[config.mk]
export PLATFORM = sky130hd
export DESIGN_NAME = coin_dispenser
export DESIGN_NICKNAME = d
export VERILOG_FILES = /design/src/rtl/coin_dispenser_pkg.sv /design/src/rtl/coin_dispenser_pending_slot.sv /design/src/rtl/coin_dispenser.sv
export SDC_FILE = /design/constraint.sdc
export NUM_CORES = 1
export LEC_CHECK = 0
export CELL_PAD_IN_SITES_DETAIL_PLACEMENT = 1
export CELL_PAD_IN_SITES_GLOBAL_PLACEMENT = 2
export CORE_MARGIN = 8
export CORE_UTILIZATION = 38
export CTS_CLUSTER_DIAMETER = 40
export DETAILED_ROUTE_END_ITERATION = 10
export PLACE_DENSITY_LB_ADDON = 0.1
export SLEW_MARGIN = 30
export SYNTH_ARGS = -nofsm -noshare
export SYNTH_HDL_FRONTEND = slang
export SYNTH_SLANG_ARGS = --single-unit
[constraint.sdc]
create_clock -name i_clk -period 5.3 [get_ports i_clk]
set_input_delay 1.325 -clock i_clk [delete_from_list [all_inputs] [get_ports i_clk]]
set_output_delay 1.325 -clock i_clk [all_outputs]
set_load 0.05 [all_outputs]
[src/rtl/coin_dispenser_pkg.sv]
`default_nettype none
// ============================================================================
//  Module   : coin_dispenser_pkg
//  Purpose  : Shared types for the coin dispenser: FSM state encoding, the
//             change-code width and the buffered vend-request record.
//  Revision : 1.0 - initial release
// ============================================================================
package coin_dispenser_pkg;

  localparam int CHANGE_W = 3;

  typedef enum logic [2:0] {
    IDLE     = 3'd0,
    SODA     = 3'd1,
    COIN_ON  = 3'd2,
    COIN_OFF = 3'd3,
    DONE     = 3'd4
  } disp_state_e;

  typedef struct packed {
    logic                soda;
    logic [CHANGE_W-1:0] nickels;
  } disp_req_t;

endpackage : coin_dispenser_pkg
`default_nettype wire

[src/rtl/coin_dispenser_pending_slot.sv]
`default_nettype none
// ============================================================================
//  Module   : disp_pending_slot
//  Purpose  : One-entry holding register for a vend request that arrives
//             while the dispenser is busy. A push and a pop in the same cycle
//             replaces the stored entry.
//  Ports    : i_clk   - clock, rising edge
//             i_rst_n - asynchronous active-low reset
//             i_push  - store i_req (caller only pushes when there is room)
//             i_pop   - consume the stored entry
//             i_req   - request to store
//             o_full  - an entry is held
//             o_req   - the stored entry
//  Revision : 1.0 - initial release
// ============================================================================
module disp_pending_slot
  import coin_dispenser_pkg::*;
(
  input  logic      i_clk,
  input  logic      i_rst_n,
  input  logic      i_push,
  input  logic      i_pop,
  input  disp_req_t i_req,
  output logic      o_full,
  output disp_req_t o_req
);

  logic      r_valid;
  disp_req_t r_req;

  always_ff @(posedge i_clk or negedge i_rst_n) begin
    if (!i_rst_n) begin
      r_valid <= 1'b0;
      r_req   <= '0;
    end else if (i_push) begin
      // Push wins over pop: a simultaneous push+pop leaves the new entry held.
      r_valid <= 1'b1;
      r_req   <= i_req;
    end else if (i_pop) begin
      r_valid <= 1'b0;
    end
  end

  assign o_full = r_valid;
  assign o_req  = r_req;

endmodule : disp_pending_slot
`default_nettype wire

[src/rtl/coin_dispenser.sv]
`default_nettype none
// ============================================================================
//  Module   : coin_dispenser
//  Purpose  : Turns one-cycle vend requests (soda + nickel count) into timed
//             actuator drives: soda motor first, then one pulse per nickel
//             with a recovery gap after each. One request can wait while busy.
//  Ports    : i_clk, i_rst_n (async, active-low)
//             i_soda, i_change[2:0] - request strobe and nickel count
//             o_busy, o_soda_drive, o_nickel_drive - status / actuator enables
//             o_done, o_err, o_overrun - one-cycle event pulses
//  Revision : 1.0 - initial release
// ============================================================================
module coin_dispenser
  import coin_dispenser_pkg::*;
#(
  parameter int SODA_CYC    = 4,
  parameter int PULSE_CYC   = 2,
  parameter int GAP_CYC     = 2,
  parameter int MAX_NICKELS = 4
) (
  input  logic                i_clk,
  input  logic                i_rst_n,
  input  logic                i_soda,
  input  logic [CHANGE_W-1:0] i_change,
  output logic                o_busy,
  output logic                o_soda_drive,
  output logic                o_nickel_drive,
  output logic                o_done,
  output logic                o_err,
  output logic                o_overrun
);

  localparam int MAX_A = (SODA_CYC > PULSE_CYC) ? SODA_CYC : PULSE_CYC;
  localparam int MAX_CYC = (MAX_A > GAP_CYC) ? MAX_A : GAP_CYC;
  localparam int CNT_W = $clog2(MAX_CYC + 1);

  disp_state_e         r_state, w_state_nxt;
  logic [CNT_W-1:0]    r_cnt, w_cnt_nxt;
  logic [CHANGE_W-1:0] r_nick, w_nick_nxt;

  logic                w_illegal, w_req, w_take_in, w_start, w_pop, w_push, w_overrun;
  logic                w_slot_full;
  disp_req_t           w_in_req, w_slot_req, w_start_req;

  // Illegal codes are flagged and then behave as "no change".
  assign w_illegal        = (i_change > CHANGE_W'(MAX_NICKELS));
  assign w_in_req.soda    = i_soda;
  assign w_in_req.nickels = w_illegal ? '0 : i_change;
  assign w_req            = i_soda | (w_in_req.nickels != '0);

  always_comb begin
    w_state_nxt = r_state;
    w_nick_nxt  = r_nick;
    w_pop       = 1'b0;
    w_take_in   = 1'b0;
    w_start     = 1'b0;
    w_start_req = w_in_req;
    case (r_state)
      IDLE: begin
        // A held entry (left by a request that landed in DONE) goes first.
        if (w_slot_full) begin
          w_pop       = 1'b1;
          w_start     = 1'b1;
          w_start_req = w_slot_req;
        end else if (w_req) begin
          w_take_in = 1'b1;
          w_start   = 1'b1;
        end
      end
      SODA: begin
        if (r_cnt == '0) w_state_nxt = (r_nick != '0) ? COIN_ON : DONE;
      end
      COIN_ON: begin
        if (r_cnt == '0) w_state_nxt = COIN_OFF;
      end
      COIN_OFF: begin
        if (r_cnt == '0) begin
          w_nick_nxt  = r_nick - 1'b1;
          w_state_nxt = (r_nick > CHANGE_W'(1)) ? COIN_ON : DONE;
        end
      end
      DONE: begin
        if (w_slot_full) begin
          w_pop       = 1'b1;
          w_start     = 1'b1;
          w_start_req = w_slot_req;
        end else begin
          w_state_nxt = IDLE;
        end
      end
      default: w_state_nxt = IDLE;
    endcase

    if (w_start) begin
      w_nick_nxt  = w_start_req.nickels;
      w_state_nxt = w_start_req.soda ? SODA : COIN_ON;
    end
  end

  // Duration counter: reload on every state entry, count down to zero, hold.
  always_comb begin
    w_cnt_nxt = r_cnt;
    if (w_state_nxt != r_state) begin
      case (w_state_nxt)
        SODA:     w_cnt_nxt = CNT_W'(SODA_CYC - 1);
        COIN_ON:  w_cnt_nxt = CNT_W'(PULSE_CYC - 1);
        COIN_OFF: w_cnt_nxt = CNT_W'(GAP_CYC - 1);
        default:  w_cnt_nxt = '0;
      endcase
    end else if (r_cnt != '0) begin
      w_cnt_nxt = r_cnt - 1'b1;
    end
  end

  // A request not started directly is buffered if the slot has room or is
  // being emptied at this same edge; otherwise it is dropped.
  assign w_push    = w_req & ~w_take_in & (~w_slot_full | w_pop);
  assign w_overrun = w_req & ~w_take_in & w_slot_full & ~w_pop;

  disp_pending_slot u_slot (
    .i_clk   (i_clk),
    .i_rst_n (i_rst_n),
    .i_push  (w_push),
    .i_pop   (w_pop),
    .i_req   (w_in_req),
    .o_full  (w_slot_full),
    .o_req   (w_slot_req)
  );

  // Outputs are decoded from the next state so every output is a flop.
  always_ff @(posedge i_clk or negedge i_rst_n) begin
    if (!i_rst_n) begin
      r_state        <= IDLE;
      r_cnt          <= '0;
      r_nick         <= '0;
      o_busy         <= 1'b0;
      o_soda_drive   <= 1'b0;
      o_nickel_drive <= 1'b0;
      o_done         <= 1'b0;
      o_err          <= 1'b0;
      o_overrun      <= 1'b0;
    end else begin
      r_state        <= w_state_nxt;
      r_cnt          <= w_cnt_nxt;
      r_nick         <= w_nick_nxt;
      o_busy         <= (w_state_nxt != IDLE);
      o_soda_drive   <= (w_state_nxt == SODA);
      o_nickel_drive <= (w_state_nxt == COIN_ON);
      o_done         <= (w_state_nxt == DONE);
      o_err          <= w_illegal;
      o_overrun      <= w_overrun;
    end
  end

endmodule : coin_dispenser
`default_nettype wire
==> results.json <==
{
  "row_count": 21,
  "tightest_slew_ps": 638,
  "p_leak_nw": 0.620,
  "period_needed_ps": 3070,
  "antenna_cells": 0,
  "critical_path.max_stage_delay_ps": 560,
  "initial_core_util_pct": 38.4,
  "required_ps": 5540,
  "setup_viol": 0,
  "coreArea_um2": 3260,
  "outcome": "complete, no violations",
  "slew_violations": 0,
  "rsz0062_at_grt": "no",
  "fill_cells": 399,
  "p_per_area_nw_per_um2": 606,
  "clkSinkCount": 20,
  "fin_nets": 149,
  "hold_path.class": "flip-flop to flip-flop",
  "cts_tree": "yes",
  "relSlewSlack_pct": 57.0,
  "drtPass1Iterations": 4,
  "drive_above_1_share_pct": 10.2,
  "area_growth_syn_to_layout_pct": 15.7,
  "worst-path-buf-inv": 1,
  "track_usage_pct": 11.5,
  "critical_path.max_fanout": 5,
  "cts_max_path_buffers": 2,
  "max-cap-violations": 0,
  "cts-resized-gates": 0,
  "post_synth_num_cell_types": 45,
  "peakVddDrop_uv": 198,
  "ant_nets": 0,
  "crit_family": "compound AO/OA/AOI/OAI gates",
  "synth_area_um2": 1250,
  "portBuffers": 11,
  "post-route-period-util_pct": 57.9,
  "synth_nets": 137,
  "hold_ws_ps": 513,
  "final_common_cell": "dfrtp_1",
  "tns_ps": 0,
  "ys_seq_area_share_pct": 40.0,
  "cp_data_arrival_time_ps": 3310,
  "fmax_ghz": 0.326,
  "syn_inst": 126,
  "ctsRootBufferMaster": "clkbuf_4",
  "path_clk_slew_ps": 130,
  "synth.avg_cell_area_um2": 9.94,
  "die_area_um2": 5390,
  "numCtsBuffers": 3,
  "synth_edf_count": 0,
  "cts_hold_buf": 0,
  "post-dp-hpwl_mm": 2.18,
  "pin_count": 12,
  "htree_levels": 1,
  "final_hold_viol_count": 0,
  "grt_max_degree": 21,
  "grt_pass1_vias": 1046,
  "yosysWarnings": 0,
  "gp_congestion": 0.766,
  "post-cts-setup-buffers": 0,
  "drt_iter0_markers": 24,
  "die_h_um": 73.4,
  "clock_skew_ps": 6.68,
  "grt_pass1_wl_mm": 4.82,
  "drcViolationCount": 0,
  "cp_cell_sequence": "clkdlybuf4s50_1 -> o21ai_0 -> nand2_1 -> o32a_1 -> o2111ai_2 -> mux2i_1",
  "die_w_um": 73.4,
  "ys.flop_type": "dfrtp_1",
  "vias_per_cell": 5.30,
  "final_cell_mix": "20 x dfrtp_1, 10 x inv_1, 10 x clkdlybuf4s50_1, 9 x nor2_1, 7 x nand2b_1",
  "critPathSlowestCell": "o21ai_0",
  "drt_wl_total_mm": 2.89,
  "overflow": 0,
  "startpoint_type": "input pin",
  "clkLatencyLatePin_ps": 310,
  "ys_async_sr_fraction_pct": 100,
  "antenna_found_initial": 0,
  "ys_ff_latch": 20,
  "critPathCaptureType": "flip-flop",
  "critPathKind": "input pin to flip-flop",
  "via_count": 970,
  "wire_per_inst_um": 15.8
}
state kept, by name (all words and copies together), names as in the netlist, 3 cells and up:
register	count
r_nick	3
r_state	3
r_cnt	3
u_slot.o_req	4
cells in the mapped netlist, types with 2 or more instances:
cell,instances,area (um^2)
o21ai_0,2,10.0
buf_2,3,15.0
xnor2_1,2,17.5
a21oi_1,5,25.0
nor3b_1,2,15.0
nor2_1,9,33.8
nor4_1,2,12.5
or2_0,2,12.5
ha_1,5,62.6
dfrtp_1,20,500
nor3_1,4,20.0
and3_1,2,12.5
nand2b_1,7,43.8
inv_1,10,37.5
nand3b_1,2,15.0
mux2_2,3,33.8
nor4bb_1,2,20.0
nand2_1,6,22.5
nand3_1,2,10.0
nor2b_1,4,25.0
a31oi_1,3,18.8
mux2i_1,6,60.1
through the flow:
stage / util (%) / power (mW) / cells / setup WS, ps / cell area [um^2]
after floorplan: - / 0.637 / 126 / 2700 / 1250
after global placement: 43.0 / 0.752 / 179 / 2000 / 1400
after global routing: 44.5 / 0.951 / 183 / 2130 / 1450
after CTS: 44.6 / 0.888 / 183 / 2230 / 1450
final: 44.5 / 0.878 / 183 / 2230 / 1450
after detailed placement: 43.0 / 0.757 / 179 / 1920 / 1400
area by class of cell:
type                            instances  area [um^2]  area share (%)
Multi-Input combinational cell         92          696            48.0
Sequential cell                        20          500            34.5
Timing Repair Buffer                   11          105            7.25
Tap cell                               46         57.6            3.97
Inverter                               10         37.5            2.59
Clock inverter                          1         30.0            2.07
Clock buffer                            3         22.5            1.55
layer usage:
layer  up-vias  global-route usage [%]  part of all wire, %
met5         -                       0                    0
met4         0                    3.99                  1.0
met3         4                    2.46                  2.7
met2        12                    20.2                   49
met1       478                    13.4                   47
li1        476                       -                    -
cell families (layout without fill, tap and decap cells):
logic type      Yosys count  count (layout)  synth area share, %
xor+xnor                  3               3                 2.10
fa+ha+maj                 5               5                 5.00
flops                    20              20                 40.0
compound gates           24              24                 16.9
simple gates             51              51                 24.1
buf+inv                  14              25                 4.50
mux                       9               9                 7.49
final timing paths:
path	depth (start not counted)	start	slack (ps)	endpoint
worst max register to register	7	r_cnt[0]$_DFFE_PN0P_	3160	r_cnt[0]$_DFFE_PN0P_
worst min register to register	1	u_slot.o_req[2]$_DFFE_PN0P_	510	u_slot.o_req[2]$_DFFE_PN0P_
worst min-delay path	1	u_slot.o_req[2]$_DFFE_PN0P_	510	u_slot.o_req[2]$_DFFE_PN0P_
min in group asynchronous	1	i_rst_n	950	r_cnt[2]$_DFFE_PN0P_
worst max-delay path	6	i_change[1]	2230	r_cnt[0]$_DFFE_PN0P_
max in group asynchronous	1	i_rst_n	4030	u_slot.o_req[2]$_DFFE_PN0P_
power by group:
part           internal [mW]  switching, mW
clock network         0.0764         0.0518
registers              0.215         0.0652
logic                  0.200          0.270
(Power assumes the default switching activity.)
